`src/rtl/cpu_types_pkg.sv`:
```
// Shared CPU datapath types: the instruction word and the icache fill FSM states.
package cpu_types_pkg;

    typedef logic [31:0] word_t;

    typedef enum logic {
        IDLE = 1'b0,
        FILL = 1'b1
    } icache_state_t;

endpackage

```
`src/rtl/param_icache.sv`:
```
// Direct-mapped instruction cache, NSETS sets of BLKWORDS words each.
// Hits are combinational; a miss fills the whole block from memory one word per ready cycle.
module param_icache #(
    parameter int NSETS    = 16,
    parameter int BLKWORDS = 2
) (
    input  logic        CLK,
    input  logic        nRST,
    input  logic        imemREN,
    input  logic [31:0] imemaddr,
    input  logic        iflush,
    output logic        ihit,
    output logic [31:0] imemload,
    output logic        iREN,
    output logic [31:0] iaddr,
    input  logic        iwait,
    input  logic [31:0] iload
);
    import cpu_types_pkg::*;

    localparam int IDXW = $clog2(NSETS);
    localparam int OFFW = $clog2(BLKWORDS);
    localparam int CNTW = (OFFW > 0) ? OFFW : 1;
    localparam int TAGW = 30 - OFFW - IDXW;
    localparam int AW   = $clog2(NSETS * BLKWORDS);

    icache_state_t   r_state;
    logic [TAGW-1:0] r_fill_tag;
    logic [IDXW-1:0] r_fill_idx;
    logic [CNTW-1:0] r_cnt;
    logic [NSETS-1:0] r_valid;
    logic [TAGW-1:0] r_tags [NSETS];
    word_t           r_data [NSETS*BLKWORDS];

    logic [TAGW-1:0] w_tag;
    logic [IDXW-1:0] w_idx;
    logic [CNTW-1:0] w_off;
    logic [AW-1:0]   w_rd_addr;
    logic [AW-1:0]   w_wr_addr;
    logic [31:0]     w_fill_addr;
    logic            w_last;

    // Offset is masked so a one-word block always maps to word 0.
    assign w_off     = CNTW'((imemaddr >> 2) & 32'(BLKWORDS - 1));
    assign w_idx     = IDXW'(imemaddr >> (2 + OFFW));
    assign w_tag     = TAGW'(imemaddr >> (2 + OFFW + IDXW));
    assign w_rd_addr = AW'((32'(w_idx) << OFFW) | 32'(w_off));
    assign w_wr_addr = AW'((32'(r_fill_idx) << OFFW) | (32'(r_cnt) & 32'(BLKWORDS - 1)));
    assign w_fill_addr = ((32'(r_fill_tag) << (IDXW + OFFW))
                        | (32'(r_fill_idx) << OFFW)
                        | (32'(r_cnt) & 32'(BLKWORDS - 1))) << 2;
    assign w_last    = (r_cnt == CNTW'(BLKWORDS - 1));

    assign ihit     = (r_state == IDLE) && imemREN && !iflush
                      && r_valid[w_idx] && (r_tags[w_idx] == w_tag);
    assign imemload = r_data[w_rd_addr];
    assign iREN     = (r_state == FILL);
    assign iaddr    = (r_state == FILL) ? w_fill_addr : imemaddr;

    // Fill control FSM with valid bits; flush always wins over fill completion.
    always_ff @(posedge CLK or negedge nRST) begin
        if (!nRST) begin
            r_state    <= IDLE;
            r_cnt      <= '0;
            r_valid    <= '0;
            r_fill_tag <= '0;
            r_fill_idx <= '0;
        end else begin
            case (r_state)
                IDLE: begin
                    if (iflush) begin
                        r_valid <= '0;
                    end else if (imemREN && !ihit) begin
                        r_state    <= FILL;
                        r_fill_tag <= w_tag;
                        r_fill_idx <= w_idx;
                        r_cnt      <= '0;
                    end else begin
                        r_state <= IDLE;
                    end
                end
                FILL: begin
                    if (iflush) begin
                        r_valid <= '0;
                        r_state <= IDLE;
                        r_cnt   <= '0;
                    end else if (!iwait) begin
                        if (w_last) begin
                            r_valid[r_fill_idx] <= 1'b1;
                            r_state             <= IDLE;
                            r_cnt               <= '0;
                        end else begin
                            r_cnt <= r_cnt + CNTW'(1);
                        end
                    end else begin
                        r_state <= FILL;
                    end
                end
                default: begin
                    r_state <= IDLE;
                    r_cnt   <= '0;
                end
            endcase
        end
    end

    // Tag and data storage carry no reset; the valid bits alone qualify them.
    always_ff @(posedge CLK) begin
        if ((r_state == FILL) && !iwait) begin
            r_data[w_wr_addr] <= iload;
            if (w_last) begin
                r_tags[r_fill_idx] <= r_fill_tag;
            end
        end
    end

endmodule
```
`config.mk`:
```
export PLATFORM = sky130hd
export DESIGN_NAME = param_icache
export DESIGN_NICKNAME = d
export VERILOG_FILES = /design/src/rtl/cpu_types_pkg.sv /design/src/rtl/param_icache.sv
export SDC_FILE = /design/constraint.sdc
export NUM_CORES = 1
export LEC_CHECK = 0
export CORE_MARGIN = 3
export CORE_UTILIZATION = 40
export DETAILED_ROUTE_END_ITERATION = 8
export GPL_TIMING_DRIVEN = 1
export PLACE_DENSITY = 0.66
export SLEW_MARGIN = 25
export SYNTH_ARGS = -nofsm -noshare
export SYNTH_HDL_FRONTEND = slang
export SYNTH_SLANG_ARGS = --single-unit
```
`constraint.sdc`:
```
create_clock -name CLK -period 7.4 [get_ports CLK]
set_clock_uncertainty 0.05 [all_clocks]
set_input_delay 1.11 -clock CLK [delete_from_list [all_inputs] [get_ports CLK]]
set_output_delay 1.11 -clock CLK [all_outputs]
set_load 0.02 [all_outputs]
```
==> flow_metrics.tcl <==
set metrics [dict create \
    core_area_sq_um 142000 \
    syn_area_sq_um 57300 \
    vias 27775 \
    die_x_um 384 \
    leakage_nw 20.9 \
    die_h_um 384 \
    synth-edff-count 1424 \
    max_freq_mhz 157 \
    gp_congestion 0.816 \
    dr_wl_met2_um 72200 \
    finalSetupViolCount 0 \
    grt_pass1_vias 28188 \
    hp-class "flop to flop" \
    cap_violations 0 \
    path_class "primary input to primary output" \
    synth.distinct_cells 65 \
    route.met3.wl_um 12000 \
    power.density_nw_per_um2 269 \
    fp.dieArea_sq_um 148000 \
    grt_pass1_wl_um 207000 \
    wl_um 146000 \
    initial_core_util 0.404 \
    placed_area_sq_um 61500 \
    synth_area_leaders "edfxtp_1 75%, mux4_2 16%, dfrtp_1 2.1%" \
    rsz0062_at_grt "false" \
    dominantRegCellSynth "edfxtp_1" \
    drt-wirelength-per-cell_um 30.5 \
    antenna_found_initial 12 \
    wl_met1_um 58200 \
    cts_root_buf "clkbuf_16" \
    yosysTopAreaCellShare 0.746 \
    hold_viol 0 \
    synth_common_cells "1424 x edfxtp_1, 396 x mux4_2, 127 x nand2_1" \
    clockBufferDepth 3 \
    worstSkewPairLatency_ns 0.77 \
    cts_tree "yes" \
    io_pins 135 \
    min_period_over_period 0.861 \
    syn_nets 2605 \
    status "completed" \
    stdcell_area_sq_um 66100 \
    ant_nets 0 \
    top_layer "met4" \
    critical_path_arrival_ns 5.21 \
    endpoint_kind "primary output" \
    post_cts_resized 0 \
    core.rowCount 138 \
    first_iter_violations 3377 \
    synth-seq-cells 1471 \
    portBuffers 134 \
    flow.area_growth_from_synthesis_pct 15.3 \
    start_kind "primary input" \
    synthArstFlopShare 0.0320 \
    ys_seq_area_frac 0.767 \
    slew_violations 0 \
    drt_first_pass_iters 6 \
    cts_setup_buffers 0 \
    min_period_ns 6.37 \
    path_clk_slew_ns 0.06 \
    holdBufCountCts 0 \
    via_per_inst 5.82 \
    yosysTopAreaCell "edfxtp_1" \
    finalSetupTns_ns 0 \
    grt_max_degree 84 \
    route.detailed.drc 0 \
    ir_worst_vdd_mv 0.233 \
    yosysWarnings 0 \
    path_max_fanout 55 \
    dp_hpwl_um 80500 \
    cp.required_ns 6.24 \
    cts_max_level 4 \
    cts_sinks 1471 \
    nNetsFinal 2840 \
    worstMarginPinSlew_ns 1.04 \
    avgSynthCellArea_sq_um 22.6 \
    drive_above_1_share 0.281 \
    track_usage 0.197 \
    gr-total-overflow 0 \
    max_slew_margin 0.304 \
    synth.most_common_cell "edfxtp_1" \
    tritoncts.num_buffers 140 \
    synthCells 2536 \
]
-- cell usage in the layout (no fill, tap or decap), types with 29 or more instances in the layout --
cell and count:
edfxtp_1 1424, mux4_2 396, clkbuf_16 140, nand2_1 127, clkdlybuf4s50_1 121, buf_4 80, mux2i_1 57, nor2_1 56
nor2_4 48, dfrtp_1 46, clkbuf_1 31, mux2_4 29
-- cell type report --
class                      count  area [sq um]
tap                         1890          2360
clock buffer                 179          3730
fill                       11554         75900
multi-input combinational    925         13000
sequential                  1471         43900
clock inverter                75           816
timing repair buffer         227          2220
antenna                        2          5.00
inverter                       6          22.5
-- sequential cells by signal, summed over array words and instances, names as in the netlist --
signal      flops
r_cnt           1
iREN            1
r_tags        400
r_valid        16
r_fill_idx      4
r_data       1024
r_fill_tag     25
-- stage by stage --
stage / util / instances / total power [mW] / hold WS (ns) / setup slack, ns
after floorplan: - / 2536 / 10.3 / 0.411 / 2.11
after global placement: 0.432 / 4510 / 10.8 / 0.423 / 0.916
after detailed placement: 0.434 / 4519 / 10.9 / 0.434 / 1.04
after CTS: 0.466 / 4773 / 17.9 / 0.420 / 1.00
after global routing: 0.465 / 4773 / 18.3 / 0.473 / 0.867
final: 0.465 / 4775 / 17.8 / 0.451 / 1.03
-- critical path, stage by stage --
cell and delay [ns]:
buf_8 0.44, buf_4 0.42, mux4_2 0.54, mux2i_1 0.20, xor2_1 0.49, nand4_1 0.14, a2111oi_0 0.56, a31oi_1 0.20
nor2_1 0.17, o2111a_1 0.25, clkdlybuf4s50_1 0.63
-- cell families (layout without fill, tap and decap cells) --
group / Yosys count / count (layout) / share of synthesized area
AO/OA/AOI/OAI: 80 / 80 / 0.00998
AND/OR/NAND/NOR: 296 / 296 / 0.0226
buffers and inverters: 140 / 487 / 0.0131
XOR/XNOR: 32 / 32 / 0.00489
multiplexers: 517 / 517 / 0.182
other: 0 / 2 / 0
flip-flops: 1471 / 1471 / 0.767
-- worst paths after layout --
| check | startpoint | endpoint | slack, ns | depth (start not counted) |
|---|---|---|---|---|
| max | imemaddr[3] | ihit | 1.03 | 11 |
| max reg2reg | r_tags[7][23] | r_fill_tag[19] | 3.45 | 10 |
| min in group asynchronous | nRST | r_fill_tag[0] | 0.47 | 2 |
| min reg2reg | r_valid[5] | r_valid[5] | 0.45 | 2 |
| max in group asynchronous | nRST | iREN | 6.24 | 2 |
| min | r_valid[5] | r_valid[5] | 0.45 | 2 |
-- routing by layer --
metal | vias to the layer above | GRT usage
met3 | 219 | 0.0322
met4 | 0 | 0.0556
met2 | 1393 | 0.322
li1 | 11125 | -
met5 | - | 0
met1 | 15038 | 0.276
-- power by group --
group | switching [mW] | leakage (nW) | internal (mW)
clock | 3.12 | 2.21 | 3.97
sequential | 0.181 | 13.4 | 9.36
combinational | 0.672 | 5.26 | 0.499
Power figures use the tool's default switching activity.
